File: src/rtl/rng_pkg.sv
// Shared definitions for the ranged random-number source.
//   lfsr_taps : maximal-length Fibonacci tap masks for widths 4..16
//   state_e   : draw FSM states
//   *_ok      : parameter legality helpers used at elaboration
package rng_pkg;

    localparam int unsigned MIN_WIDTH = 4;
    localparam int unsigned MAX_WIDTH = 16;
    localparam int unsigned CNT_W     = 8;

    typedef enum logic [1:0] {
        IDLE  = 2'd0,
        DRAW  = 2'd1,
        VALID = 2'd2
    } state_e;

    // Bit i set means register bit i feeds the XOR; new bit enters at bit 0.
    function automatic logic [MAX_WIDTH-1:0] lfsr_taps(input int unsigned width);
        logic [MAX_WIDTH-1:0] taps;
        case (width)
            4:       taps = 16'h000C;
            5:       taps = 16'h0014;
            6:       taps = 16'h0030;
            7:       taps = 16'h0060;
            8:       taps = 16'h00B8;
            9:       taps = 16'h0110;
            10:      taps = 16'h0240;
            11:      taps = 16'h0500;
            12:      taps = 16'h0829;
            13:      taps = 16'h100D;
            14:      taps = 16'h2015;
            15:      taps = 16'h6000;
            16:      taps = 16'hD008;
            default: taps = 16'h0000;
        endcase
        return taps;
    endfunction

    function automatic bit width_ok(input int unsigned width);
        return (width >= MIN_WIDTH) && (width <= MAX_WIDTH);
    endfunction

    // Range must exceed half the output span so a rejection is always rarer than an accept.
    function automatic bit range_ok(input int unsigned out_w, input int unsigned range);
        if (out_w < 1 || out_w > MAX_WIDTH) return 1'b0;
        return (range > (32'd1 << (out_w - 1))) && (range <= (32'd1 << out_w));
    endfunction

    function automatic bit seed_ok(input int unsigned width, input int unsigned seed);
        return seed < (32'd1 << width);
    endfunction

    // Zero would lock the LFSR, so it is silently promoted to one.
    function automatic int unsigned seed_fix(input int unsigned seed);
        return (seed == 0) ? 32'd1 : seed;
    endfunction

endpackage

File: src/rtl/lfsr_core.sv
// Fibonacci LFSR with seed load and step enable.
//   clk, rst_n : clock, async active-low reset (state <- SEED, zero promoted to 1)
//   step       : advance one position this edge
//   load       : load seed this edge (wins over step; zero seed loads 1)
//   seed       : value to load
//   state      : current register contents
module lfsr_core
    import rng_pkg::*;
#(
    parameter int unsigned WIDTH = 16,
    parameter int unsigned SEED  = 1
) (
    input  logic             clk,
    input  logic             rst_n,
    input  logic             step,
    input  logic             load,
    input  logic [WIDTH-1:0] seed,
    output logic [WIDTH-1:0] state
);

    localparam logic [WIDTH-1:0] TAPS      = WIDTH'(lfsr_taps(WIDTH));
    localparam logic [WIDTH-1:0] RESET_VAL = WIDTH'(seed_fix(SEED));

    logic             fb;
    logic [WIDTH-1:0] state_d;

    assign fb = ^(state & TAPS);

    // Next-state selection: load beats step beats hold.
    always_comb begin
        state_d = state;
        if (load) begin
            state_d = (seed == '0) ? WIDTH'(1) : seed;
        end else if (step) begin
            state_d = {state[WIDTH-2:0], fb};
        end
    end

    always_ff @(posedge clk or negedge rst_n) begin
        if (!rst_n) begin
            state <= RESET_VAL;
        end else begin
            state <= state_d;
        end
    end

endmodule

File: src/rtl/rng_range.sv
// Unbiased draw in [0, RANGE) from a free-running LFSR by rejection sampling.
//   clk_i, rst_ni : clock, async active-low reset
//   en_i          : free-run LFSR advance while not drawing
//   seed_load_i   : load seed_i into the LFSR (zero loads 1)
//   seed_i        : seed value
//   req_i         : draw request (sampled in IDLE, or in VALID together with ready_i)
//   ready_i       : consumer accepts num_o
//   valid_o       : num_o holds a valid draw
//   num_o         : drawn number, 0..RANGE-1
//   lfsr_o        : raw LFSR state
//   fallback_o    : one-cycle pulse when the draw was resolved by fallback
//   reject_cnt_o  : saturating count of rejected candidates
module rng_range
    import rng_pkg::*;
#(
    parameter int unsigned WIDTH     = 16,
    parameter int unsigned OUT_W     = 4,
    parameter int unsigned RANGE     = 10,
    parameter int unsigned SEED      = 1,
    parameter int unsigned MAX_TRIES = 8
) (
    input  logic             clk_i,
    input  logic             rst_ni,
    input  logic             en_i,
    input  logic             seed_load_i,
    input  logic [WIDTH-1:0] seed_i,
    input  logic             req_i,
    input  logic             ready_i,
    output logic             valid_o,
    output logic [OUT_W-1:0] num_o,
    output logic [WIDTH-1:0] lfsr_o,
    output logic             fallback_o,
    output logic [CNT_W-1:0] reject_cnt_o
);

    localparam int unsigned CAND_W  = OUT_W + 1;
    localparam int unsigned TRIES_W = $clog2(MAX_TRIES + 1);

    localparam logic [CAND_W-1:0]  RANGE_C    = CAND_W'(RANGE);
    localparam logic [TRIES_W-1:0] TRIES_LAST = TRIES_W'(MAX_TRIES);
    localparam logic [CNT_W-1:0]   CNT_MAX    = '1;

    // Parameter legality.
    if (!width_ok(WIDTH)) begin : g_bad_width
        $error("rng_range: WIDTH must be within 4..16");
    end
    if (OUT_W > WIDTH || !range_ok(OUT_W, RANGE)) begin : g_bad_range
        $error("rng_range: need OUT_W <= WIDTH and 2^(OUT_W-1) < RANGE <= 2^OUT_W");
    end
    if (!seed_ok(WIDTH, SEED)) begin : g_bad_seed
        $error("rng_range: SEED does not fit in WIDTH bits");
    end
    if (MAX_TRIES < 1) begin : g_bad_tries
        $error("rng_range: MAX_TRIES must be at least 1");
    end

    state_e             state_q;
    state_e             state_d;
    logic [TRIES_W-1:0] tries_q;
    logic [TRIES_W-1:0] tries_d;
    logic [TRIES_W-1:0] tries_inc;
    logic               valid_d;
    logic [OUT_W-1:0]   num_d;
    logic               fallback_d;
    logic [CNT_W-1:0]   reject_cnt_d;

    logic [OUT_W-1:0]   cand;
    logic [CAND_W-1:0]  cand_ext;
    logic               cand_ok;
    logic [OUT_W-1:0]   cand_wrap;
    logic               advance;

    // Candidate is the low bits of the current LFSR state.
    assign cand      = lfsr_o[OUT_W-1:0];
    assign cand_ext  = {1'b0, cand};
    assign cand_ok   = cand_ext < RANGE_C;
    // A rejected candidate lies in [RANGE, 2^OUT_W), so subtracting RANGE lands inside the range.
    assign cand_wrap = OUT_W'(cand_ext - RANGE_C);
    assign tries_inc = tries_q + TRIES_W'(1);

    // The LFSR always moves while drawing so each attempt sees a fresh candidate.
    assign advance = (state_q == DRAW) || en_i;

    lfsr_core #(
        .WIDTH (WIDTH),
        .SEED  (SEED)
    ) u_lfsr (
        .clk   (clk_i),
        .rst_n (rst_ni),
        .step  (advance),
        .load  (seed_load_i),
        .seed  (seed_i),
        .state (lfsr_o)
    );

    // State register.
    always_ff @(posedge clk_i or negedge rst_ni) begin
        if (!rst_ni) begin
            state_q <= IDLE;
        end else begin
            state_q <= state_d;
        end
    end

    // Next state, attempt counter and next output values.
    always_comb begin
        state_d      = state_q;
        tries_d      = tries_q;
        valid_d      = valid_o;
        num_d        = num_o;
        fallback_d   = 1'b0;
        reject_cnt_d = reject_cnt_o;

        case (state_q)
            IDLE: begin
                if (req_i) begin
                    state_d = DRAW;
                    tries_d = '0;
                end
            end
            DRAW: begin
                if (cand_ok) begin
                    num_d   = cand;
                    valid_d = 1'b1;
                    state_d = VALID;
                end else begin
                    if (reject_cnt_o != CNT_MAX) begin
                        reject_cnt_d = reject_cnt_o + CNT_W'(1);
                    end
                    tries_d = tries_inc;
                    if (tries_inc == TRIES_LAST) begin
                        num_d      = cand_wrap;
                        fallback_d = 1'b1;
                        valid_d    = 1'b1;
                        state_d    = VALID;
                    end
                end
            end
            VALID: begin
                if (ready_i) begin
                    valid_d = 1'b0;
                    tries_d = '0;
                    state_d = req_i ? DRAW : IDLE;
                end
            end
            default: begin
                state_d = IDLE;
                valid_d = 1'b0;
            end
        endcase
    end

    // Registered outputs and attempt counter.
    always_ff @(posedge clk_i or negedge rst_ni) begin
        if (!rst_ni) begin
            tries_q      <= '0;
            valid_o      <= 1'b0;
            num_o        <= '0;
            fallback_o   <= 1'b0;
            reject_cnt_o <= '0;
        end else begin
            tries_q      <= tries_d;
            valid_o      <= valid_d;
            num_o        <= num_d;
            fallback_o   <= fallback_d;
            reject_cnt_o <= reject_cnt_d;
        end
    end

endmodule

File: config.mk
export PLATFORM = sky130hd
export DESIGN_NAME = rng_range
export DESIGN_NICKNAME = d
export VERILOG_FILES = /design/src/rtl/rng_pkg.sv /design/src/rtl/lfsr_core.sv /design/src/rtl/rng_range.sv
export SDC_FILE = /design/constraint.sdc
export NUM_CORES = 1
export LEC_CHECK = 0
export ABC_CLOCK_PERIOD_IN_PS = 2300
export CAP_MARGIN = 40
export CORE_MARGIN = 2
export CORE_UTILIZATION = 50
export CTS_BUF_LIST = sky130_fd_sc_hd__clkbuf_8
export DETAILED_ROUTE_END_ITERATION = 12
export HOLD_SLACK_MARGIN = 0.08
export PLACE_DENSITY = 0.82
export SLEW_MARGIN = 20
export SYNTH_ARGS = -nofsm -noshare
export SYNTH_HDL_FRONTEND = slang
export SYNTH_SLANG_ARGS = --single-unit
File: constraint.sdc
create_clock -name clk_i -period 2.3 [get_ports clk_i]
set_clock_uncertainty 0.1 [all_clocks]
set_input_delay 0.575 -clock clk_i [delete_from_list [all_inputs] [get_ports clk_i]]
set_output_delay 0.575 -clock clk_i [all_outputs]
set_load 0.02 [all_outputs]
# ---- Yosys cells after proc, flatten, opt, wreduce, memory -nomap -nowiden
# Index checks and enable logic that the tools add are counted.
dict set report word_totals {
  reg_bits 36
  in_bits 22
  out_inout_bits 30
  word_cells 55
}
dict set report classes {
  addsub 3
  n_lt_le_gt_ge 1
  eq_ne 8
  mux 22
  bitwise_logic 2
  n_reduce_logical 12
}
# operator count
set ops {}
lappend ops {{$mux 16} 3}
lappend ops {{$mux 4} 5}
lappend ops {{$logic_not 16->1} 1}
lappend ops {{$reduce_xor 16->1} 1}
lappend ops {{$pmux 4 s3} 1}
lappend ops {{$reduce_and 3->1} 3}
lappend ops {{$add 8x1->8 const B} 1}
lappend ops {{$mux 2} 4}
lappend ops {{$ne 8x8->1 const B} 1}
lappend ops {{$mux 1} 7}
lappend ops {{$ne 2x2->1 const B} 3}
lappend ops {{$pmux 2 s3} 1}
lappend ops {{$add 4x1->4 const B} 1}
lappend ops {{$eq 4x4->1 const B} 1}
lappend ops {{$lt 4x4->1 const B} 1}
lappend ops {{$reduce_and 4->1} 1}
lappend ops {{$reduce_bool 2->1} 2}
lappend ops {{$sub 4x4->4 const B} 1}
lappend ops {{$ne 3x2->1 const B} 1}
lappend ops {{$pmux 1 s3} 1}
lappend ops {{$reduce_bool 3->1} 1}
lappend ops {{$eq 2x1->1 const B} 1}
lappend ops {{$eq 2x2->1 const B} 1}
lappend ops {{$logic_not 2->1} 1}
lappend ops {{other kinds (3)} 4}

# ---- Longest topological paths before layout
# Gate-level depths: netlist of run 1.
dict set report depth {
  ltp_word 5
  depth_mapped 7
  depth_no_buf 5
}

# ---- Cells and area by module
# A second synthesis of run 1 with hierarchy kept.
dict set report unflattened {
  cells_unflattened 174
  area_unflattened_um2 1856.8
}
# mod instances cells_per_inst area_each_um2 seq_area_each_um2
set modules_own_cells {}
lappend modules_own_cells {rng_range 1 97 1057.3 500.5}
lappend modules_own_cells {lfsr_core 1 77 799.5 401.6}

# ---- Worst setup path before layout of run 1
# Ideal clock, no wire load.
dict set report synth_path {
  kind {input to register}
  start {input port seed_load_i}
  end {register u_lfsr.state[1]}
  setup_ns 0.122
  t_arrival_ns 1.501
  slack_ns 0.577
  path_stages 6
  path_buffers 3
  cell_sequence {buf_4 or3_1 buf_2 buf_6 nor2_2 a21oi_2}
}
dict set report synth_via {
  elab_chain_len 1
}
# element line_no
set synth_lines {}
lappend synth_lines {{start, declared} rng_range.sv:25} ;# input logic seed_load_i,
lappend synth_lines {{$mux 16 / $reduce_bool 2->1 (equally long branches)} n/a}
lappend synth_lines {{end signal, assigned} lfsr_core.sv:43} ;# state <= state_d;
lappend synth_lines {{end, declared} lfsr_core.sv:18} ;# output logic [WIDTH-1:0] state
# Parallel ways exist; a longest one is shown, timed or not.
# A chain may end at the register's enable or synchronous reset.

# ---- Worst setup path after layout of run 1
dict set report layout_path {
  start {register u_lfsr.state[2]}
  end {output port lfsr_o[2]}
}
# element line_no
set layout_lines {}
lappend layout_lines {{end, declared} rng_range.sv:31} ;# output logic [WIDTH-1:0] lfsr_o,
# No word-level cell between the ends.

==> metrics, run 1 <==
CP max stage delay=670 ps; drt wl/cell=14.7 um; CTS tree=built; yosys warns=0; CP Data Required Time=1620 ps; crit share post-route=0.943; CP Max Fanout=9; Setup CP Type=register to output pin; top-count cell post-synth=dfrtp_1; average cell area after synthesis=10.9 um2; leading area contributor after synthesis=dfrtp_1; FP Rows=22; Post-synth EDFFs=0; Tot GR Track Use=0.220; Pwr Density=1130 nW/um2; ordered list of cells on the worst path=clkdlybuf4s50_1; clk buf depth=2; GR Util met2=0.348; CTS resizes=0; Die W=65.5 um; slowest cell on the critical path=clkdlybuf4s50_1; CP Capture Type=output pin; Starting Density=0.517; placed cells=269; syn_nets=198; post-synthesis sequential area ratio=0.477; Yosys cell types=35; first-pass GRT wire length=7.10 mm; H-Tree Depth=2; final WL=4.11 mm; First DRT Iteration DRCs=57; hold crit path type=register to register; largest family of logic cells by synthesized area=simple AND/OR/NAND/NOR gates; Syn Std Cell Area=1890 um2; gpl congestion=0.787; drt pass-1 iters=4; synth cell count leaders=35 x dfrtp_1, 19 x mux2i_1, 15 x a21oi_2, 15 x nor2_2; Slew headroom=0.663; Leak=1.10 nW; drc violations=0; post-synthesis compound-gate area fraction=0.135; Global Route met1 Usage=0.290; RSZ-0062 raised after global routing=no; Synth Area in XOR/XNOR=0.0463; Post-Synth Adder-Cell Area=0.0198; WP buf/inv=1; pin count of the biggest net entering global routing=37; DR vias/cell=5.36; antenna violations before repair=0; Final Hold Vio Count=0; Finished Layout Cells=279; share of the synthesized area in the top cell type=0.463; Core ar.=3660 um2; n_diodes=0; top_reg_cell synth=dfrtp_1; clock transition at the registers of the reported paths=70 ps; endpoints failing setup=0; Layout area overhead=35.2%; setup_tns=0 ps; status=finished clean; Synth area leaders=dfrtp_1 46%, mux2i_1 10%, a21oi_2 6.9%; #FFs+latches synth=36; Post-Syn Instances=173; post-synthesis mux area share=0.124; Worst IR Drop VDD=0.725 mV; Layout Nets=255; max frequency=461 MHz; Inserted Clock Buffers=5; Maximum Capacitance Violations=0; GRT busiest layer=met2; total grt overflow=0; Synth Area in Simple Gates=0.153; post-DP HPWL=3.03 mm; clk_lat worst skew=290 ps; vias in the first global route=1471; Max Slew Vio Count=0; CTS root buf=clkbuf_8; layout cells sized above 1=0.221; Sink Count=36; port buffer count=51; die area=4290 um2; final worst path period need=2170 ps; CP Launch Type=register; Worst path top cell family by delay=buffers and inverters; Setup Buffers After CTS=0; die height=65.5 um; FFs w/ async S/R, synth=1.00; Worst-Margin Slew=502 ps; num ports=52; post-route ant nets=0; Vias=1496; Worst EP arrival=1490 ps; M3 GR Usage=0.0616
logic make-up (layout without fill, tap and decap cells):
kind of cell    count (synthesis)  in the layout
xor+xnor                       10             10
buf+inv                        14             72
flops                          36             36
mux                            23             23
compound gates                 34             34
fa+ha+maj                       3              3
simple gates                   53             53
power breakdown:
part | leakage (nW) | internal [mW] | switching [mW]
Sequential | 0.438 | 0.856 | 0.244
Combinational | 0.613 | 0.671 | 0.675
Clock | 0.0538 | 0.235 | 0.218
sequential cells by signal, summed over array words and instances, names as in the netlist:
signal,flops
u_lfsr.state,16
reject_cnt_o,8
num_o,4
tries_q,4
state_q,2
fallback_o,1
valid_o,1
layer usage:
metal  part of all wire  wire length, um  up-vias
met4              0.014               58        0
li1                   -                -      718
met2               0.48             1980       48
met3              0.053              216        6
met1               0.45             1850      724
met5                  0                0        -
stage by stage:
stage | setup slack (ps) | hold WS (ps) | utilization | total power, mW | cell area (um2)
after global placement | 291 | 361 | 0.666 | 2.40 | 2440
final | 131 | 381 | 0.699 | 2.90 | 2560
after global routing | 80.5 | 406 | 0.699 | 3.09 | 2560
after CTS | 127 | 297 | 0.691 | 2.92 | 2530
after floorplan | 577 | 179 | - | 1.88 | 1890
after detailed placement | 269 | 374 | 0.666 | 2.45 | 2440
worst reg2reg max path, stage by stage, from the launching register on:
cell	delay, ps
dfrtp_1	440
ha_1	250
nand2_1	60
a21oi_1	50
o21ai_1	420
mux2_2	390
layout by cell type, fill, tap and decap left out, types with 6 or more instances in the layout:
cell	instances
inv_1	7
clkbuf_8	6
a21oi_2	15
mux2i_1	19
clkdlybuf4s50_1	50
nand3_1	8
buf_4	6
nor2_2	15
xor2_1	6
dfrtp_1	35
nand2_1	8
o21ai_0	8
final cells by class:
cell class | count | area [um2]
clock inverter | 2 | 7.51
fill | 268 | 1100
clock buffer | 6 | 82.6
inverter | 5 | 18.8
multi-input combinational | 123 | 907
tap | 48 | 60.1
timing repair buffer | 59 | 581
sequential | 36 | 902
path summary, 6_finish.rpt:
| kind | startpoint | end | slack [ps] | cells after the start |
|---|---|---|---|---|
| setup / recovery | u_lfsr.state[2] | lfsr_o[2] | 130 | 1 |
| hold / removal | valid_o | valid_o | 380 | 2 |
| setup reg to reg | tries_q[0] | num_o[2] | 470 | 5 |
| hold reg to reg | valid_o | valid_o | 380 | 2 |
| max in group asynchronous | rst_ni | u_lfsr.state[0] | 1050 | 3 |
| min in group asynchronous | rst_ni | tries_q[3] | 560 | 2 |
what timing repair did:
action                                  4_1_cts  5_1_grt
endpoints found under the setup margin        0        0
endpoints found under the hold margin         0        7
hold buffers                                  0        1
(Power assumes the default switching activity.)
==> inputs of run 2 (changes only) <==
GPL_TIMING_DRIVEN = 0   (was not set)
==> run 2 against run 1 <==
Clock power increased by 34%. Critical path depth is the same. Non-clock buffer count increased by 1. Design area rose by 1.7%. Maximum frequency is 1.1% higher. Critical endpoint is now lfsr_o[0].
==> metrics, run 2 (synthesis gave the netlist of run 1 again) <==
status=finished clean; worst reg2reg startpoint=tries_q[0]; final design utilization=0.711 (+0.0120); antenna violations before repair=0 (unchanged); final worst path period need=2150 ps (-22.8 ps); Worst path top cell family by delay=buffers and inverters; Setup Buffers After CTS=0 (unchanged); die area=4290 um2 (unchanged); Worst EP arrival=1470 ps (-20 ps); Largest register FFs=16 (unchanged); Die W=65.5 um (unchanged); total power=3.04 mW (+5.0%); Pwr Density=1170 nW/um2 (+3.2%); commonest non-fill, non-tap cell in the layout=clkdlybuf4s50_1; CTS root buf=clkbuf_8; Flop pwr share=0.358 (-0.021); CP Max Fanout=4 (-5); crit share post-route=0.933 (-0.00990); multi-input logic area=907 um2 (unchanged); ordered list of cells on the worst path=clkdlybuf4s50_1; endpoints failing setup=0 (unchanged); most frequent cells in the layout=49 x clkdlybuf4s50_1, 35 x dfrtp_1, 19 x mux2i_1; Sink Count=36 (unchanged); Leak=1.12 nW (+1.5%); Logic pwr share=0.442 (-0.022); Worst-Margin Slew=636 ps (+134 ps); total grt overflow=0 (unchanged); part of the power in the clock network=0.200 (+0.044); FP Rows=22 (unchanged); Slew headroom=0.576 (-0.0871); # fillers=281 (+4.9%); Worst IR Drop VDD=0.746 mV (+3.0%); Stages on worst setup path=1 (unchanged); Core ar.=3660 um2 (unchanged); Layout Nets=256 (+0.39%); worst setup path endpoint=lfsr_o[0]; port buffer count=50 (-2.0%); r2r setup slk=470 ps (about the same); First DRT Iteration DRCs=59 (+3.5%); Setup CP Type=register to output pin; max frequency=466 MHz (+1.1%); Vias=1468 (-1.9%); P_sw=1.14 mW (+0.40%); CTS resizes=0 (unchanged); Max Slew Vio Count=0 (unchanged); Top reg by flops=u_lfsr.state; Worst Setup SP=u_lfsr.state[0]; gpl congestion=0.814 (+3.5%); vias in the first global route=1534 (+4.3%); CP Capture Type=output pin; Placed Area=2480 um2 (+1.5%); CP Launch Type=register; drt wl/cell=14.6 um (-0.75%); clk buf depth=2 (unchanged); R2R cell count=5 (unchanged); sw frac=0.375 (-0.0172); Layout area overhead=37.5%; Register Area=902 um2 (unchanged); post-route ant nets=0 (unchanged); die height=65.5 um (unchanged); biggest regs=u_lfsr.state x16, reject_cnt_o x8; H-Tree Depth=2 (unchanged); Inserted Clock Buffers=5 (unchanged); final WL=4.09 mm (-0.39%); Tot GR Track Use=0.218 (-0.00216); CP max stage delay=610 ps (-60 ps); drt pass-1 iters=4 (unchanged); layout cells sized above 1=0.237 (+0.0163); clock transition at the registers of the reported paths=70 ps (about the same); first-pass GRT wire length=7.14 mm (+0.58%); slowest cell on the critical path=clkdlybuf4s50_1; pin count of the biggest net entering global routing=25 (-32%); Maximum Capacitance Violations=0 (unchanged); Critical R2R Capture=num_o[0]; post-DP HPWL=3.11 mm (+2.6%); hold crit path type=primary input to asynchronous set/reset pin; Starting Density=0.517 (unchanged); WP buf/inv=1 (unchanged); CTS tree=built; hold slack=80.4 ps (-301 ps); Cell Int Power=1.90 mW (+8.0%); Final Hold Vio Count=0 (unchanged); num ports=52 (unchanged); n_diodes=0 (unchanged); hold_buf cts=0 (unchanged); RSZ-0062 raised after global routing=no; DR vias/cell=5.24 (-2.2%); CP Data Required Time=1620 ps (about the same); clk_lat worst skew=290 ps (about the same); fin area=2600 um2 (+1.7%); drc violations=0 (unchanged)
## run 2: cell count changes in the layout (fill, tap and decap cells not counted), sizes merged
cell           delta
inv               -2
buf               +1
clkbuf            +3
dlygate4sd3       -1
bufinv            +1
clkdlybuf4s50     -1
## run 2: how the worst min path moves through the flow
stage,startpoint,to,slack [ps],cells after the start
floorplan,rst_ni,fallback_o,180,0
detailed placement,reject_cnt_o[7],reject_cnt_o[7],380,1
CTS,rst_ni,reject_cnt_o[0],90,1
global placement,valid_o,valid_o,360,2
global route,rst_ni,reject_cnt_o[5],80,1
finish,rst_ni,reject_cnt_o[5],80,1
## run 2: stage by stage
stage          setup TNS, ps  worst slack [ps]  cells
2_1_floorplan              0               577    173
3_3_place_gp           -7920              -228    271
3_5_place_dp               0               108    272
4_1_cts                    0               146    280
5_1_grt                    0               120    280
6_report                   0               154    280
## run 2: final cells by class
| class | instances | share of cell area |
|---|---|---|
| Buffer | 9 | 0.0250 |
| Inverter | 5 | 0.00721 |
| Timing Repair Buffer | 51 | 0.201 |
| Multi-Input combinational cell | 123 | 0.349 |
| Tap cell | 48 | 0.0231 |
| Sequential cell | 36 | 0.347 |
| Clock inverter | 1 | 0.0115 |
| Clock buffer | 7 | 0.0370 |
## run 2: power by group through the flow
stage	clock network (mW)	logic (mW)	registers (mW)
final	0.609	1.34	1.09
after global routing	0.654	1.46	1.13
after CTS	0.618	1.36	1.09
after detailed placement	0	1.36	1.10
after global placement	0	1.31	1.08
after floorplan	0	0.605	1.28
## run 2: worst register-to-register path, delay by kind of cell (launching register included)
family / cells / cell delay (ps)
compound gates: 2 / 470
fa+ha+maj: 1 / 250
flops: 1 / 440
mux: 1 / 380
simple gates: 1 / 80
## run 2: routing by layer
metal | GRT usage | wire length [um] | vias up
met1 | 0.302 | 1930 | 705
li1 | - | - | 718
met4 | 0.0703 | 62 | 0
met3 | 0.0616 | 198 | 6
met2 | 0.329 | 1900 | 39
met5 | 0 | 0 | -
==> inputs of run 3 (changes only) <==
TNS_END_PERCENT = 50   (was not set)
==> results of run 3 <==
The final DEF is identical to that of run 2; final timing and power are the same.
